`config.mk`:
```
export PLATFORM = sky130hd
export DESIGN_NAME = load_store_unit
export DESIGN_NICKNAME = d
export VERILOG_FILES = /design/src/rtl/rv32i_pkg.sv /design/src/rtl/lsu_align.sv /design/src/rtl/load_store_unit.sv
export SDC_FILE = /design/constraint.sdc
export NUM_CORES = 1
export LEC_CHECK = 0
export CAP_MARGIN = 10
export CORE_MARGIN = 5
export CORE_UTILIZATION = 40
export CTS_BUF_LIST = sky130_fd_sc_hd__clkbuf_4
export CTS_CLUSTER_DIAMETER = 120
export DETAILED_ROUTE_END_ITERATION = 8
export GPL_TIMING_DRIVEN = 1
export PLACE_DENSITY = 0.75
export SKIP_CTS_REPAIR_TIMING = 1
export SLEW_MARGIN = 30
export SYNTH_ARGS = -nofsm -noshare
export SYNTH_HDL_FRONTEND = slang
export SYNTH_SLANG_ARGS = --single-unit
```
`constraint.sdc`:
```
create_clock -name i_clk -period 3.7 [get_ports i_clk]
set_clock_uncertainty 0.1 [all_clocks]
set_input_delay 0.555 -clock i_clk [delete_from_list [all_inputs] [get_ports i_clk]]
set_output_delay 0.555 -clock i_clk [all_outputs]
set_load 0.02 [all_outputs]
```
`src/rtl/rv32i_pkg.sv`:
```
// Shared RV32I load/store types: memory-op encoding (funct3), LSU FSM states and
// the helper that flags op/direction combinations the LSU refuses to issue.
package rv32i_pkg;

    typedef enum logic [2:0] {
        MemB  = 3'd0,
        MemH  = 3'd1,
        MemW  = 3'd2,
        MemBU = 3'd4,
        MemHU = 3'd5
    } mem_op_e;

    typedef enum logic [1:0] {
        StIdle,
        StAccess,
        StResp
    } lsu_state_e;

    // Unsigned variants only make sense for loads.
    function automatic logic op_illegal(logic [2:0] op, logic we);
        logic bad;
        bad = (op == 3'd3) || (op == 3'd6) || (op == 3'd7);
        if (we && (op == MemBU || op == MemHU)) begin
            bad = 1'b1;
        end
        return bad;
    endfunction

endpackage

```
`src/rtl/lsu_align.sv`:
```
// Combinational lane steering: store data replication and byte strobes, plus load
// lane selection with sign/zero extension for the registered access.
module lsu_align
    import rv32i_pkg::*;
(
    input  logic [2:0]  op_i,
    input  logic        we_i,
    input  logic [1:0]  addr_lo_i,
    input  logic [31:0] wdata_i,
    input  logic [31:0] mem_rdata_i,
    output logic [31:0] mem_wdata_o,
    output logic [3:0]  mem_wstrb_o,
    output logic [31:0] load_data_o
);

    logic [7:0]  byte_sel;
    logic [15:0] half_sel;

    always_comb begin
        mem_wdata_o = wdata_i;
        mem_wstrb_o = '0;
        load_data_o = '0;
        byte_sel    = mem_rdata_i[{addr_lo_i, 3'b000} +: 8];
        half_sel    = addr_lo_i[1] ? mem_rdata_i[31:16] : mem_rdata_i[15:0];
        case (op_i)
            MemB: begin
                mem_wdata_o = {4{wdata_i[7:0]}};
                mem_wstrb_o = 4'b0001 << addr_lo_i;
                load_data_o = {{24{byte_sel[7]}}, byte_sel};
            end
            MemH: begin
                mem_wdata_o = {2{wdata_i[15:0]}};
                mem_wstrb_o = 4'b0011 << {addr_lo_i[1], 1'b0};
                load_data_o = {{16{half_sel[15]}}, half_sel};
            end
            MemW: begin
                mem_wstrb_o = 4'b1111;
                load_data_o = mem_rdata_i;
            end
            MemBU:   load_data_o = {24'd0, byte_sel};
            MemHU:   load_data_o = {16'd0, half_sel};
            default: ;
        endcase
        if (we_i) begin
            load_data_o = '0;
        end else begin
            mem_wstrb_o = '0;
        end
    end

endmodule

```
`src/rtl/load_store_unit.sv`:
```
// RV32I load/store unit: IDLE -> ACCESS -> RESP handshake with a bounded memory wait.
// Define LSU_MISALIGN_TRAP_EN to turn misaligned H/W accesses into error responses.
module load_store_unit
    import rv32i_pkg::*;
#(
    parameter int unsigned XLEN    = 32,
    parameter int unsigned TIMEOUT = 16
) (
    input  logic              i_clk,
    input  logic              i_rst,
    input  logic              i_req_valid,
    output logic              i_req_ready,
    input  logic              i_req_we,
    input  logic [2:0]        i_req_op,
    input  logic [XLEN-1:0]   i_req_addr,
    input  logic [XLEN-1:0]   i_req_wdata,
    output logic              o_rsp_valid,
    output logic [XLEN-1:0]   o_rsp_rdata,
    output logic              o_rsp_err,
    output logic              o_stall,
    output logic              o_mem_req,
    output logic              o_mem_we,
    output logic [XLEN-1:0]   o_mem_addr,
    output logic [XLEN/8-1:0] o_mem_wstrb,
    output logic [XLEN-1:0]   o_mem_wdata,
    input  logic              i_mem_ack,
    input  logic [XLEN-1:0]   i_mem_rdata
);

    localparam int unsigned CntW = $clog2(TIMEOUT + 1);

    lsu_state_e        state_q, state_d;
    logic              we_q, we_d;
    logic [2:0]        op_q, op_d;
    logic [XLEN-1:0]   addr_q, addr_d;
    logic [XLEN-1:0]   wdata_q, wdata_d;
    logic [XLEN-1:0]   rdata_q, rdata_d;
    logic              err_q, err_d;
    logic [CntW-1:0]   cnt_q, cnt_d;

    logic              req_bad;
    logic [XLEN-1:0]   addr_fix;
    logic [XLEN-1:0]   align_wdata;
    logic [XLEN-1:0]   load_data;
    logic [XLEN/8-1:0] align_wstrb;

    lsu_align u_align (
        .op_i        (op_q),
        .we_i        (we_q),
        .addr_lo_i   (addr_q[1:0]),
        .wdata_i     (wdata_q),
        .mem_rdata_i (i_mem_rdata),
        .mem_wdata_o (align_wdata),
        .mem_wstrb_o (align_wstrb),
        .load_data_o (load_data)
    );

    always_comb begin
        addr_fix = i_req_addr;
        req_bad  = op_illegal(i_req_op, i_req_we);
`ifdef LSU_MISALIGN_TRAP_EN
        if ((i_req_op == MemH || i_req_op == MemHU) && i_req_addr[0]) begin
            req_bad = 1'b1;
        end
        if (i_req_op == MemW && i_req_addr[1:0] != 2'b00) begin
            req_bad = 1'b1;
        end
`else
        // Misaligned accesses are silently forced onto their natural boundary.
        if (i_req_op == MemH || i_req_op == MemHU) begin
            addr_fix[0] = 1'b0;
        end
        if (i_req_op == MemW) begin
            addr_fix[1:0] = 2'b00;
        end
`endif
    end

    always_comb begin
        state_d = state_q;
        we_d    = we_q;
        op_d    = op_q;
        addr_d  = addr_q;
        wdata_d = wdata_q;
        rdata_d = rdata_q;
        err_d   = err_q;
        cnt_d   = cnt_q;
        unique case (state_q)
            StIdle: begin
                if (i_req_valid) begin
                    we_d    = i_req_we;
                    op_d    = i_req_op;
                    addr_d  = addr_fix;
                    wdata_d = i_req_wdata;
                    rdata_d = '0;
                    cnt_d   = '0;
                    err_d   = req_bad;
                    state_d = req_bad ? StResp : StAccess;
                end
            end
            StAccess: begin
                // An ack on the expiry cycle still completes normally.
                if (i_mem_ack) begin
                    rdata_d = load_data;
                    err_d   = 1'b0;
                    state_d = StResp;
                end else if (cnt_q == CntW'(TIMEOUT - 1)) begin
                    rdata_d = '0;
                    err_d   = 1'b1;
                    state_d = StResp;
                end else begin
                    cnt_d = cnt_q + 1'b1;
                end
            end
            StResp:  state_d = StIdle;
            default: state_d = StIdle;
        endcase
    end

    always_ff @(posedge i_clk) begin
        if (i_rst) begin
            state_q <= StIdle;
            we_q    <= 1'b0;
            op_q    <= '0;
            addr_q  <= '0;
            wdata_q <= '0;
            rdata_q <= '0;
            err_q   <= 1'b0;
            cnt_q   <= '0;
        end else begin
            state_q <= state_d;
            we_q    <= we_d;
            op_q    <= op_d;
            addr_q  <= addr_d;
            wdata_q <= wdata_d;
            rdata_q <= rdata_d;
            err_q   <= err_d;
            cnt_q   <= cnt_d;
        end
    end

    always_comb begin
        i_req_ready = (state_q == StIdle);
        o_stall     = ((state_q == StIdle) && i_req_valid) || (state_q == StAccess);
        o_mem_req   = (state_q == StAccess);
        o_mem_we    = o_mem_req && we_q;
        o_mem_addr  = o_mem_req ? {addr_q[XLEN-1:2], 2'b00} : '0;
        o_mem_wstrb = o_mem_req ? align_wstrb : '0;
        o_mem_wdata = o_mem_req ? align_wdata : '0;
        o_rsp_valid = (state_q == StResp);
        o_rsp_err   = o_rsp_valid && err_q;
        o_rsp_rdata = o_rsp_valid ? rdata_q : '0;
    end

endmodule

```
==> results.md <==
* Port Buffers at 207
* WS Path Type: reg2out
* Worst-Skew Late Latency at about 0.47 ns
* RePlAce Congestion at between 0.8 and 0.9
* First-pass GRT wire length at 26,400 um
* Slew Limit Fails at 0
* Post-synth EDFFs at 0
* Die Area at approximately 0.016 mm2
* Pre-CTS setup slack at 0.944 ns
* Netlist cell types at between 40 and 50
* CTS Buffer Depth at 2
* Largest net degree at the start of global routing at 78
* Critical Path Start Type: flop
* Endpoints failing hold at 0
* Register area share after synthesis at 41.0%
* Layout area overhead at 42.6%
* DP Area at ~0.0074 mm2
* Cell taking the most area after synthesis: dfxtp_1
* Seq cells post-synth at roughly 110
* CP Data Required Time at slightly above 3 ns
* Final worst path period need at 3.31 ns
* Vias per Instance at 5.23
* Placed Cells at between 900 and 1,000
* Clock Sinks at between 100 and 150
* Largest cells by area after synthesis: dfxtp_1 (41%), nand2_1 (12%), and2_1 (9.1%)
* Vias at 5,241
* Starting density of the core at 40.3%
* Maxcap violations at 0
* WL/cell at ~17 um
* CTS tree: built
* Antenna viol nets, final at 0
* Area share of the largest cell type after synthesis at 41.0%
* H-tree depth at 3
* Crit path max fanout at 17
* Asr flop ratio synth at 0%
* WP data arrival at 2.65 ns
* Share of layout cells above drive strength 1 at under 10%
* Clk slew on worst S/H paths at 0.16 ns
* Worst Slack Setup Final at between 0.3 and 0.4 ns
* Worst Tran Pin Value at 0.872 ns
* Synth Instances at 646
* CP Capture Type: output port
* Area of the core at 0.0131 mm2
* Syn. warnings at 0
* Status: complete, no violations
* CTS Root Cell: clkbuf_4
* HP Class: reg2reg
* Maximum vdd ir drop at 172 uV
* Top-count cell post-synth: nand2_1
* GRT Resource Usage Total at 20.5%
* Fill cells at 1,203
* FP Rows at 42
* DR iter-0 viols at between 400 and 500
* Initial antenna violation count at 4
* Clock buffer count from CTS at 9
* Fin cells at 1,003
* List of most frequent post-synthesis cells: nand2_1 (169), dfxtp_1 (108), a21oi_1 (90)
* DIE WIDTH at 125 um
* Setup violators final at 0
* Fmax at 302 MHz
* Nets@finish at 925
* TNS Setup at 0 ns
* Cell area after layout at 0.00752 mm2
* Number of global-route vias before repair at 5,164
* RSZ-0062 raised after global routing: no
* Post-Route WL at 16,600 um
* Mean Syn Cell Area at between 8 and 9 um2
* Post-route DRC at 0
* Total global routing overflow at 0
* Die height at roughly 120 um
* # IOs at 210
* Slew HR at about two fifths
* Final Cycle Share at 89.4%
* Mapped Area at between 0.005 and 0.006 mm2
* Pwr dens at roughly 310 mW/mm2
* Leakage power at 2.72 nW
* Pre-Repair DR Iteration Count at 5
* Post-DP HPWL at 12,300 um
* Most used DFF post-synth: dfxtp_1
metal layers:
metal | GRT usage, % | vias up | wire (um)
met2 | 33.2 | 220 | 7760
met3 | 6.99 | 30 | 1510
met4 | 8.80 | 2 | 437
met5 | 0 | - | 9
li1 | - | 2545 | -
met1 | 24.7 | 2444 | 6930
state kept, by name, indices dropped and copies added, names as in the netlist:
| register | flops |
|---|---|
| wdata_q | 32 |
| op_q | 3 |
| state_q | 2 |
| we_q | 1 |
| err_q | 1 |
| rdata_q | 32 |
| addr_q | 32 |
| cnt_q | 5 |
cells by family after synthesis:
group | Yosys count | share of synthesized area [%]
multiplexers | 27 | 7.21
AND/OR/NAND/NOR | 299 | 26.8
buffers and inverters | 59 | 5.17
other | 1 | 0.0711
adder cells (fa/ha/maj) | 2 | 0.474
AO/OA/AOI/OAI | 148 | 18.9
XOR/XNOR | 2 | 0.332
flip-flops | 108 | 41.0
layout by cell type (no fill, tap or decap), types with 3 or more instances in the layout:
cell,Yosys,layout
clkdlybuf4s50_1,0,206
nand2_1,169,168
dfxtp_1,108,108
a21oi_1,90,90
and2_1,77,77
nor2_1,30,29
a221o_1,24,24
mux2i_1,11,11
clkbuf_4,0,10
a211oi_1,9,9
mux4_2,8,8
a221oi_1,8,8
o2bb2ai_1,8,8
buf_4,2,8
mux2_2,7,7
diode_2,0,3
and2_0,3,3
metrics by stage:
step                total power [mW]  util, %  hold slack [ns]
floorplan                       1.59        -            0.324
detailed placement              1.83     56.5            0.346
finish                          2.34     57.5            0.361
global route                    2.46     57.5            0.381
global placement                1.82     56.5            0.337
CTS                             2.37     57.4            0.366
where the power goes:
part	total, mW	switching (mW)	leakage [nW]	internal [mW]
logic	0.525	0.277	1.78	0.248
clock network	0.535	0.390	0.0642	0.145
registers	1.28	0.0537	0.882	1.23
total	2.34	0.720	2.72	1.62
final timing paths:
path         startpoint               to  slack [ns]  cells after the start
max             op_q[0]  o_mem_wdata[14]        0.39                      4
min          addr_q[27]       addr_q[27]        0.36                      2
max reg2reg     op_q[1]      rdata_q[25]        1.18                      3
min reg2reg  addr_q[27]       addr_q[27]        0.36                      2
cell type report:
cell class | instances | area [um2] | share of cell area [%]
well taps | 176 | 220 | 2.93
multi-input cells | 480 | 2850 | 37.9
clock inverters | 6 | 38.8 | 0.516
flip-flops and latches | 108 | 2160 | 28.7
diodes | 3 | 7.51 | 0.0998
inverters | 4 | 17.5 | 0.233
repair buffers | 216 | 2150 | 28.5
clock buffers | 10 | 75.1 | 0.998
worst max-delay path, cell delays in order (launching register included):
cell and delay [ns]:
dfxtp_1 0.60, nor3_2 0.65, nand2_1 0.11, a21oi_1 0.16, clkdlybuf4s50_1 0.64
Power figures use the tool's default switching activity.
